## src/rtl/pipe_ctrl.sv

```systemverilog
// Pipeline control for the five-stage Y86-64 pipeline: stall/bubble generation,
// run-state sequencing (IDLE/RUN/STOPPED) and saturating performance counters.
module pipe_ctrl #(
    parameter int unsigned CNT_W = 32
) (
    input  logic             clk,
    input  logic             rst,
    input  logic             start,
    input  logic [3:0]       D_icode,
    input  logic [3:0]       d_srcA,
    input  logic [3:0]       d_srcB,
    input  logic [3:0]       E_icode,
    input  logic [3:0]       E_dstM,
    input  logic             e_Cnd,
    input  logic [3:0]       M_icode,
    input  logic [2:0]       m_stat,
    input  logic [2:0]       W_stat,
    output logic             F_stall,
    output logic             D_stall,
    output logic             D_bubble,
    output logic             E_bubble,
    output logic             M_bubble,
    output logic             W_stall,
    output logic             running,
    output logic             done,
    output logic [2:0]       cpu_stat,
    output logic [CNT_W-1:0] cycle_cnt,
    output logic [CNT_W-1:0] retire_cnt,
    output logic [CNT_W-1:0] lu_stall_cnt,
    output logic [CNT_W-1:0] mispred_cnt
);

    localparam logic [2:0] SAOK    = 3'd1;
    localparam logic [2:0] SHLT    = 3'd2;
    localparam logic [2:0] SADR    = 3'd3;
    localparam logic [2:0] SINS    = 3'd4;
    localparam logic [3:0] IMRMOVQ = 4'd5;
    localparam logic [3:0] IJXX    = 4'd7;
    localparam logic [3:0] IRET    = 4'd9;
    localparam logic [3:0] IPOPQ   = 4'd11;
    localparam logic [3:0] RNONE   = 4'hF;

    typedef enum logic [1:0] {
        S_IDLE    = 2'd0,
        S_RUN     = 2'd1,
        S_STOPPED = 2'd2
    } state_t;

    state_t state, state_nxt;

    logic lu, mp, rt, exm, exw;

    function automatic logic is_exc(input logic [2:0] s);
        return (s == SHLT) || (s == SADR) || (s == SINS);
    endfunction

    function automatic logic [CNT_W-1:0] sat_inc(input logic [CNT_W-1:0] v,
                                                 input logic            en);
        if (en && (v != '1))
            return v + {{(CNT_W-1){1'b0}}, 1'b1};
        return v;
    endfunction

    always_comb begin
        lu  = ((E_icode == IMRMOVQ) || (E_icode == IPOPQ)) && (E_dstM != RNONE) &&
              ((E_dstM == d_srcA) || (E_dstM == d_srcB));
        mp  = (E_icode == IJXX) && !e_Cnd;
        rt  = (D_icode == IRET) || (E_icode == IRET) || (M_icode == IRET);
        exm = is_exc(m_stat);
        exw = is_exc(W_stat);
    end

    always_comb begin
        state_nxt = state;
        F_stall   = 1'b1;
        D_stall   = 1'b0;
        D_bubble  = 1'b1;
        E_bubble  = 1'b1;
        M_bubble  = 1'b1;
        W_stall   = 1'b0;
        unique case (state)
            S_IDLE: begin
                if (start)
                    state_nxt = S_RUN;
            end
            S_RUN: begin
                // load/use wins over ret so D is held rather than bubbled
                F_stall  = lu | rt;
                D_stall  = lu;
                D_bubble = mp | (rt & ~lu);
                E_bubble = mp | lu;
                M_bubble = exm | exw;
                W_stall  = exw;
                if (exw)
                    state_nxt = S_STOPPED;
            end
            S_STOPPED: begin
                W_stall = 1'b1;
            end
            default: begin
                state_nxt = S_IDLE;
            end
        endcase
    end

    always_ff @(posedge clk) begin
        if (rst) begin
            state        <= S_IDLE;
            cpu_stat     <= SAOK;
            cycle_cnt    <= '0;
            retire_cnt   <= '0;
            lu_stall_cnt <= '0;
            mispred_cnt  <= '0;
        end else begin
            state <= state_nxt;
            if (state == S_RUN) begin
                cycle_cnt    <= sat_inc(cycle_cnt, 1'b1);
                retire_cnt   <= sat_inc(retire_cnt, W_stat == SAOK);
                lu_stall_cnt <= sat_inc(lu_stall_cnt, lu);
                mispred_cnt  <= sat_inc(mispred_cnt, mp);
                if (exw)
                    cpu_stat <= W_stat;
            end
        end
    end

    assign running = (state == S_RUN);
    assign done    = (state == S_STOPPED);

endmodule

```

## config.mk

```make
export PLATFORM = sky130hd
export DESIGN_NAME = pipe_ctrl
export DESIGN_NICKNAME = d
export VERILOG_FILES = /design/src/rtl/pipe_ctrl.sv
export SDC_FILE = /design/constraint.sdc
export NUM_CORES = 1
export LEC_CHECK = 0
export BUFFER_PORTS_ARGS = -buffer_cell sky130_fd_sc_hd__buf_2
export CORE_MARGIN = 8
export CORE_UTILIZATION = 50
export CTS_CLUSTER_SIZE = 12
export DETAILED_ROUTE_END_ITERATION = 16
export GPL_ROUTABILITY_DRIVEN = 0
export PLACE_DENSITY = 0.8
export SLEW_MARGIN = 10
export SYNTH_ARGS = -nofsm -noshare
export SYNTH_HDL_FRONTEND = slang
export SYNTH_SLANG_ARGS = --single-unit
```

## constraint.sdc

```tcl
create_clock -name clk -period 2.33 [get_ports clk]
set_input_delay 0.466 -clock clk [delete_from_list [all_inputs] [get_ports clk]]
set_output_delay 0.466 -clock clk [all_outputs]
set_load 0.005 [all_outputs]
```

# Word level (Yosys, flattened, before mapping)
# Index checks and enable logic that the tools add are counted.
[word_totals]
elab_cells = 88
reg_bits = 133
input_bits = 34
out_inout_bits = 139
[op_classes]
bitwise_logic = 7
eq_ne = 24
n_addsub = 4
n_reduce_logical = 22
mux = 25
[op_table]
columns = ["operator", "count"]
rows = [
  ["adder 32 x 1 -> 32 bit, second input constant", 4],
  ["two-way mux 32 bit", 4],
  ["inequality test 32 bit, second input constant", 4],
  ["two-way mux 1 bit", 17],
  ["== test 4 bit, second input constant", 4],
  ["== test 3 x 2 -> 1 bit, second input constant", 4],
  ["AND reduction 2 bit", 5],
  ["== test 4 x 3 -> 1 bit, second input constant", 2],
  ["== test 4 bit", 2],
  ["logical OR 1 bit", 8],
  ["== test 3 bit, second input constant", 2],
  ["logical AND 1 bit", 6],
  ["case mux 2 bit (3 select lines)", 1],
  ["two-way mux 2 bit", 2],
  ["inequality test 4 bit, second input constant", 1],
  ["OR 1 bit", 4],
  ["== test 3 x 1 -> 1 bit, second input constant", 1],
  ["AND reduction 3 bit", 1],
  ["== test 2 x 1 -> 1 bit, second input constant", 1],
  ["== test 2 bit, second input constant", 1],
  ["zero test 2 bit", 1],
  ["inequality test 2 x 1 -> 1 bit, second input constant", 1],
  ["inequality test 2 bit, second input constant", 1],
  ["NOT 1 bit", 2],
  ["other kinds (3)", 3],
]

# Longest topological paths before layout
# Gate-level depths: netlist of run 1.
[logic_depth]
depth_word = 9
mapped_depth = 9
depth_no_buf = 7

# Worst setup path after synthesis of run 1
# OpenSTA, ideal clock, no wires.
[synth_path]
path_kind = "register to register"
start = "reg cycle_cnt[0]"
end = "reg cycle_cnt[0]"
path_stages_with_launch = 7
setup_ps = 121
slack_ps = 142
period_less_slack_ps = 2188
required_ps = 2209
arrival_ps = 2067
path_buffers = 0
path_cell_list = "dfxtp_1 ha_1 nand4_4 or4_4 nor4_4 nor2b_1 mux2_2"
[synth_between]
elab_chain_cells = 5
word_cells_on_any_way = 7
classes_between = "1 x add/sub; 1 x eq/ne; 4 x mux; 1 x reduce/logical"
[synth_lines]
columns = ["item", "line_no", "rtl"]
rows = [
  ["from (decl)", "27", "output logic [CNT_W-1:0] cycle_cnt,"],
  ["from (signal assigned)", "117", "cycle_cnt <= sat_inc(cycle_cnt, 1'b1);"],
  ["parallel branches: the longest is 5 deep, another holds adder 32 x 1 -> 32 bit", "-", ""],
]
# Parallel ways; which one is timed is not known. The select of a mux whose other input is x is not followed.
# A chain may end at the register's enable or synchronous reset.

# Worst setup path after layout of run 1
[layout_path]
start = "reg state[1]"
end = "out D_stall"
[layout_between]
elab_chain_cells = 2
[layout_lines]
columns = ["item", "line_no", "rtl"]
rows = [
  ["from (decl)", "49", "state_t state, state_nxt;"],
  ["from (signal assigned)", "115", "state <= state_nxt;"],
  ["== test 2 x 1 -> 1 bit", "81", "unique case (state)"],
  ["two-way mux 1 bit", "81", ""],
  ["to (decl)", "19", "output logic D_stall,"],
]
# Every way passes these cells.

==> results.cfg, run 1 <==
[critical_path]
endpoint_kind = output port
cpPeakStageDelay_ps = 330
criticalPathCategory = register to output port
crit_family = compound AO/OA/AOI/OAI gates
worstSetupStartpointType = register
arrival_ps = 1770
crit_path_start = state[1]
path_common_cell = inv_2
crit_chain = inv_2 -> ha_4 -> o2111a_1 -> a21bo_4 -> inv_2 -> buf_4 -> buf_2
crit_slowest_cell = dfxtp_2
cp.required_ps = 1860
cp_max_fo = 8
crit_buf_inv = 4
r2r_start = state[1]

[yosys]
netlist_instances = 868
syn_avg_cell_area_um2 = 8.38
synth.distinct_cells = 65
seq_area_frac_synth_pct = 36.6
async_reset_ff_share_pct = 0
synthesis.nets = 909
synth_flop_cell = dfxtp_1
synth_edf_count = 0
netlist_area_um2 = 7270
synth_seq_cells = 133
yosys_warnings = 0

[clock_network]
root_buffer = clkbuf_16
clock-sinks = 133
clk_latency_ps = 420
clockBufferDepth = 2
cts_hold_buf = 0
tritoncts = yes
cts_buffers = 17
cts.htree.levels = 4
clk_pin_slew_worst_paths_ps = 50

[cells_and_area]
drive_above_1_share_pct = 29.1
nets = 1110
syn_to_final_growth_pct = 27.4
insertedDiodeCount = 0
final_cell_mix = buf_2, dfxtp_1, a21oi_1, nor2_1, nand2_1
final_common_cell = buf_2
postLayoutCellArea_um2 = 9270

[detailed_routing]
detail-route-antenna-nets = 0
via_count = 7485
wl_per_cell_um = 16.2
drt-total-wl_um = 20500
via_per_inst = 5.93
drc_errors = 0
drtIter0Drc = 387
drtPass1Iterations = 5

[floorplan]
fp.dieW_um = 137
start_util_pct = 50.6
dieArea_um2 = 18700
ioPinCount = 173
die_y_um = 137
floorplan.rows = 44
core_area_um2 = 14400

[grt]
grt_pass1_vias = 6630
grt.overflow.total = 0
grt_max_degree = 81
grt_usage_pct = 21.2
grt_pass1_wl_um = 32400
antenna_found_initial = 0

[timing]
max_freq_ghz = 0.448
slew_headroom_pct = 56.0
whs_ps = 342
final_max_slew_viol_count = 0
fin_worst_skew_ps = 6.31
fin_crit_sh_pct = 95.9
period_needed_ps = 2230
tightest_slew_ps = 651
finalHoldViolCount = 0
worst_slack_ps = 96.7
setup_tns_ps = 0
setup_viol = 0

[outcome]
status = completed

[placed_design]
placed_area_um2 = 8600
dpl_worst_slack_ps = 6.54
port-buffer-count = 172
hpwl_um = 14600

[power_and_ir_drop]
irDropWorstVdd_mv = 0.468
p_per_area_nw_per_um2 = 567
p_leak_nw = 3.61

[worst_hold_path]
hold_path.class = primary input to register
holdCritStartpoint = W_stat[2]

[run]
maxCapViolations = 0
[flip-flops by register name, summed over array words and instances (netlist names)]
name / cells
state: 2
cpu_stat: 3
mispred_cnt: 32
lu_stall_cnt: 32
cycle_cnt: 32
retire_cnt: 32
[logic make-up after synthesis]
group           after synthesis  synth area share (%)
flops                       133                  36.6
mux                          32                  4.85
compound gates              190                  16.7
xor+xnor                     29                  3.49
fa+ha+maj                     7                  1.20
simple gates                411                  33.4
buf+inv                      66                  3.78
[worst register-to-register path, cell delays in order, from the launching register on]
cell and delay (ps):
dfxtp_2 330, inv_2 80, ha_4 200, buf_4 180, nand3_1 180, nor3_1 310
nand4_1 200, buf_4 210, or3_1 320, a21oi_1 140
[cell usage after synthesis, types with 19 or more instances]
cell type	n	area, um^2
nand4_1	36	225
nor4_1	19	119
mux2_2	21	236
xnor2_1	26	228
a21oi_1	77	385
nand3_1	48	240
nand2_1	53	199
or4_1	38	285
clkbuf_1	35	131
dfxtp_1	133	2660
nor2b_1	27	169
or3_1	38	238
o31ai_1	39	293
inv_1	22	82.6
nor2_1	72	270
o21ai_0	34	170
[report_power, final]
part | leakage, nW | switching, mW | internal (mW)
Combinational | 2.26 | 0.190 | 0.162
Clock | 0.276 | 0.963 | 1.64
Sequential | 1.07 | 0.0138 | 2.29
Total | 3.61 | 1.17 | 4.09
[what timing repair did]
item                                    CTS  global route
endpoints found under the setup margin    3            23
pin swaps                                 0             2
setup buffers                             3             4
cloned                                    0             0
gates resized for setup                   5            12
[metrics by stage]
step / total power [mW] / cells / utilization (%)
floorplan: 2.52 / 868 / -
global placement: 2.67 / 1228 / 59.8
detailed placement: 2.68 / 1228 / 59.8
CTS: 5.29 / 1260 / 64.0
global route: 5.41 / 1263 / 64.5
finish: 5.26 / 1263 / 64.5
[per-layer routing]
metal  global-route usage (%)  vias to the layer above  share of wire [%]
li1                         -                     3677                  -
met1                     26.3                     3550                 44
met2                     34.2                      235                 47
met3                     6.09                       23                8.1
met4                     7.57                        0                1.4
met5                        0                        -                  0
[path summary, 6_finish.rpt]
kind                                        to  slack (ps)  cells past startpoint
worst max-delay path                   D_stall         100                      7
worst min-delay path               cpu_stat[1]         340                      2
worst max register to register   cycle_cnt[30]         110                      9
worst min register to register  retire_cnt[30]         500                      2
[layout make-up]
| type | count | area (um^2) |
|---|---|---|
| Multi-Input combinational cell | 669 | 4410 |
| Clock inverter | 5 | 75.1 |
| Tap cell | 184 | 230 |
| Sequential cell | 133 | 2670 |
| Fill cell | 1205 | 5100 |
| Timing Repair Buffer | 226 | 1320 |
| Clock buffer | 24 | 482 |
| Inverter | 22 | 82.6 |
Power figures use the tool's default switching activity.
==> inputs of run 2 (changes only) <==
CORE_UTILIZATION = 54   (was 50)
HOLD_SLACK_MARGIN = 0.08   (was not set)
PLACE_DENSITY = 0.85   (was 0.8)
RECOVER_POWER = 50   (was not set)
==> run 2 against run 1 <==
Effect of this change:
- critical path type unchanged
- sequential power is essentially flat
- register-to-register slack lost 20 ps
- cell area shrank 0.31%
- global-route usage grew 2.2 points
==> results.cfg, run 2 (synthesis gave the netlist of run 1 again) <==
[timing]
rsz0062_at_grt = true
tightest_slew_ps = 809
finalHoldViolCount = 0
setup_tns_ps = 0
setup_viol = 0
slew_headroom_pct = 45.2
fin_crit_sh_pct = 96.9
max_freq_ghz = 0.443
final_max_slew_viol_count = 0
period_needed_ps = 2260
fin_worst_skew_ps = 7.07

[critical_path]
r2r_start = retire_cnt[1]
rrSetupSlack_ps = 90
arrival_ps = 1790
endpoint_kind = output port
criticalPathCategory = register to output port
worst_r2r_path_depth = 6
worstSetupStartpointType = register
cp.required_ps = 1860
cp_max_fo = 4
r2r-end = retire_cnt[28]

[cells_and_area]
nets = 1120
final_util_pct = 70.0
final_common_cell = dfxtp_1
final_cell_mix = dfxtp_1, clkbuf_1, buf_2, a21oi_1, nor2_1
fin_cells = 1268
syn_to_final_growth_pct = 27.0
drive_above_1_share_pct = 20.4
fillers = 1086
insertedDiodeCount = 0
postLayoutCellArea_um2 = 9240

[detailed_routing]
detail-route-antenna-nets = 0
drtPass1Iterations = 5
drc_errors = 0
via_count = 7648
via_per_inst = 6.03
wl_per_cell_um = 16.6
drtIter0Drc = 638
drt-total-wl_um = 21100

[floorplan]
die_y_um = 132
floorplan.rows = 42
fp.dieW_um = 132
core_area_um2 = 13200
ioPinCount = 173
start_util_pct = 55.1
dieArea_um2 = 17400

[clock_network]
clock-sinks = 133
cts_buffers = 17
tritoncts = yes
clk_latency_ps = 420
clk_pin_slew_worst_paths_ps = 50
cts.htree.levels = 4
clockBufferDepth = 2
root_buffer = clkbuf_16

[worst_hold_path]
hold_path.class = primary input to register
hold_depth = 3
hold_end = cpu_stat[1]
holdCritStartpoint = W_stat[2]

[grt]
grt_usage_pct = 23.4
grt_max_degree = 59
grt_pass1_wl_um = 34600
grt.overflow.total = 0
grt_pass1_vias = 7130
antenna_found_initial = 0

[placed_design]
port-buffer-count = 172
hpwl_um = 14700
post-place-cells = 1230
placed_area_um2 = 8660

[power_and_ir_drop]
p_leak_nw = 3.25
irDropWorstVdd_mv = 0.501
p_per_area_nw_per_um2 = 575

[outcome]
status = completed

[run]
maxCapViolations = 0
[run 2: cell types whose count changed in the layout (fill, tap and decap cells not counted), sizes merged]
| cell | change |
|---|---|
| clkbuf | +104 |
| clkinv | -2 |
| buf | -90 |
| bufbuf | +1 |
[run 2: worst max-delay path by stage]
stage / from / end / slack, ps / cells after the start
2_1_floorplan: cycle_cnt[0] / cycle_cnt[0] / 140 / 6
3_3_place_gp: E_icode[1] / lu_stall_cnt[14] / 30 / 7
3_5_place_dp: E_icode[1] / lu_stall_cnt[14] / -20 / 7
4_1_cts: state[1] / D_bubble / 6 / 9
5_1_grt: lu_stall_cnt[3] / lu_stall_cnt[12] / -20 / 8
6_report: state[1] / D_bubble / 70 / 8
[run 2: layer usage]
layer  track usage, %  wire (um)
met1             29.3       9200
met3             6.44       1520
met2             37.1       9900
met4             9.83        454
met5                0          0
[run 2: worst max-delay path, stage by stage (launching register included)]
cell and delay, ps:
dfxtp_2 330, inv_2 50, ha_4 170, buf_4 140
buf_4 140, nor4b_4 120, buf_4 180, o21ai_1 110
buf_2 120
[run 2: cell type report]
class,instances,area (um^2),share of cell area (%)
multi-input combinational,669,4430,48.0
clock inverter,3,65.1,0.704
clock buffer,29,510,5.53
tap,176,220,2.38
sequential,133,2670,28.9
inverter,22,87.6,0.948
timing repair buffer,236,1250,13.6
[run 2: timing repair]
item | 4_1_cts | 5_1_grt
hold buffers | 0 | 0
buffers inserted | 5 | 2
setup endpoints to repair | 4 | 30
pin swaps | 1 | 4
gates resized for setup | 10 | 12
cloned | 1 | 0
[run 2: report_power, final]
| part | switching (mW) | internal (mW) | total (mW) | leakage, nW |
|---|---|---|---|---|
| clock | 0.950 | 1.69 | 2.64 | 0.280 |
| combinational | 0.197 | 0.167 | 0.364 | 1.89 |
| sequential | 0.0122 | 2.29 | 2.30 | 1.07 |
[run 2: through the flow]
stage	setup WS [ps]	total power, mW	hold WS (ps)
2_1_floorplan	142	2.52	463
3_3_place_gp	32.6	2.68	459
3_5_place_dp	-21.7	2.69	459
4_1_cts	5.88	5.33	361
5_1_grt	-17.7	5.47	398
6_report	72.4	5.31	377
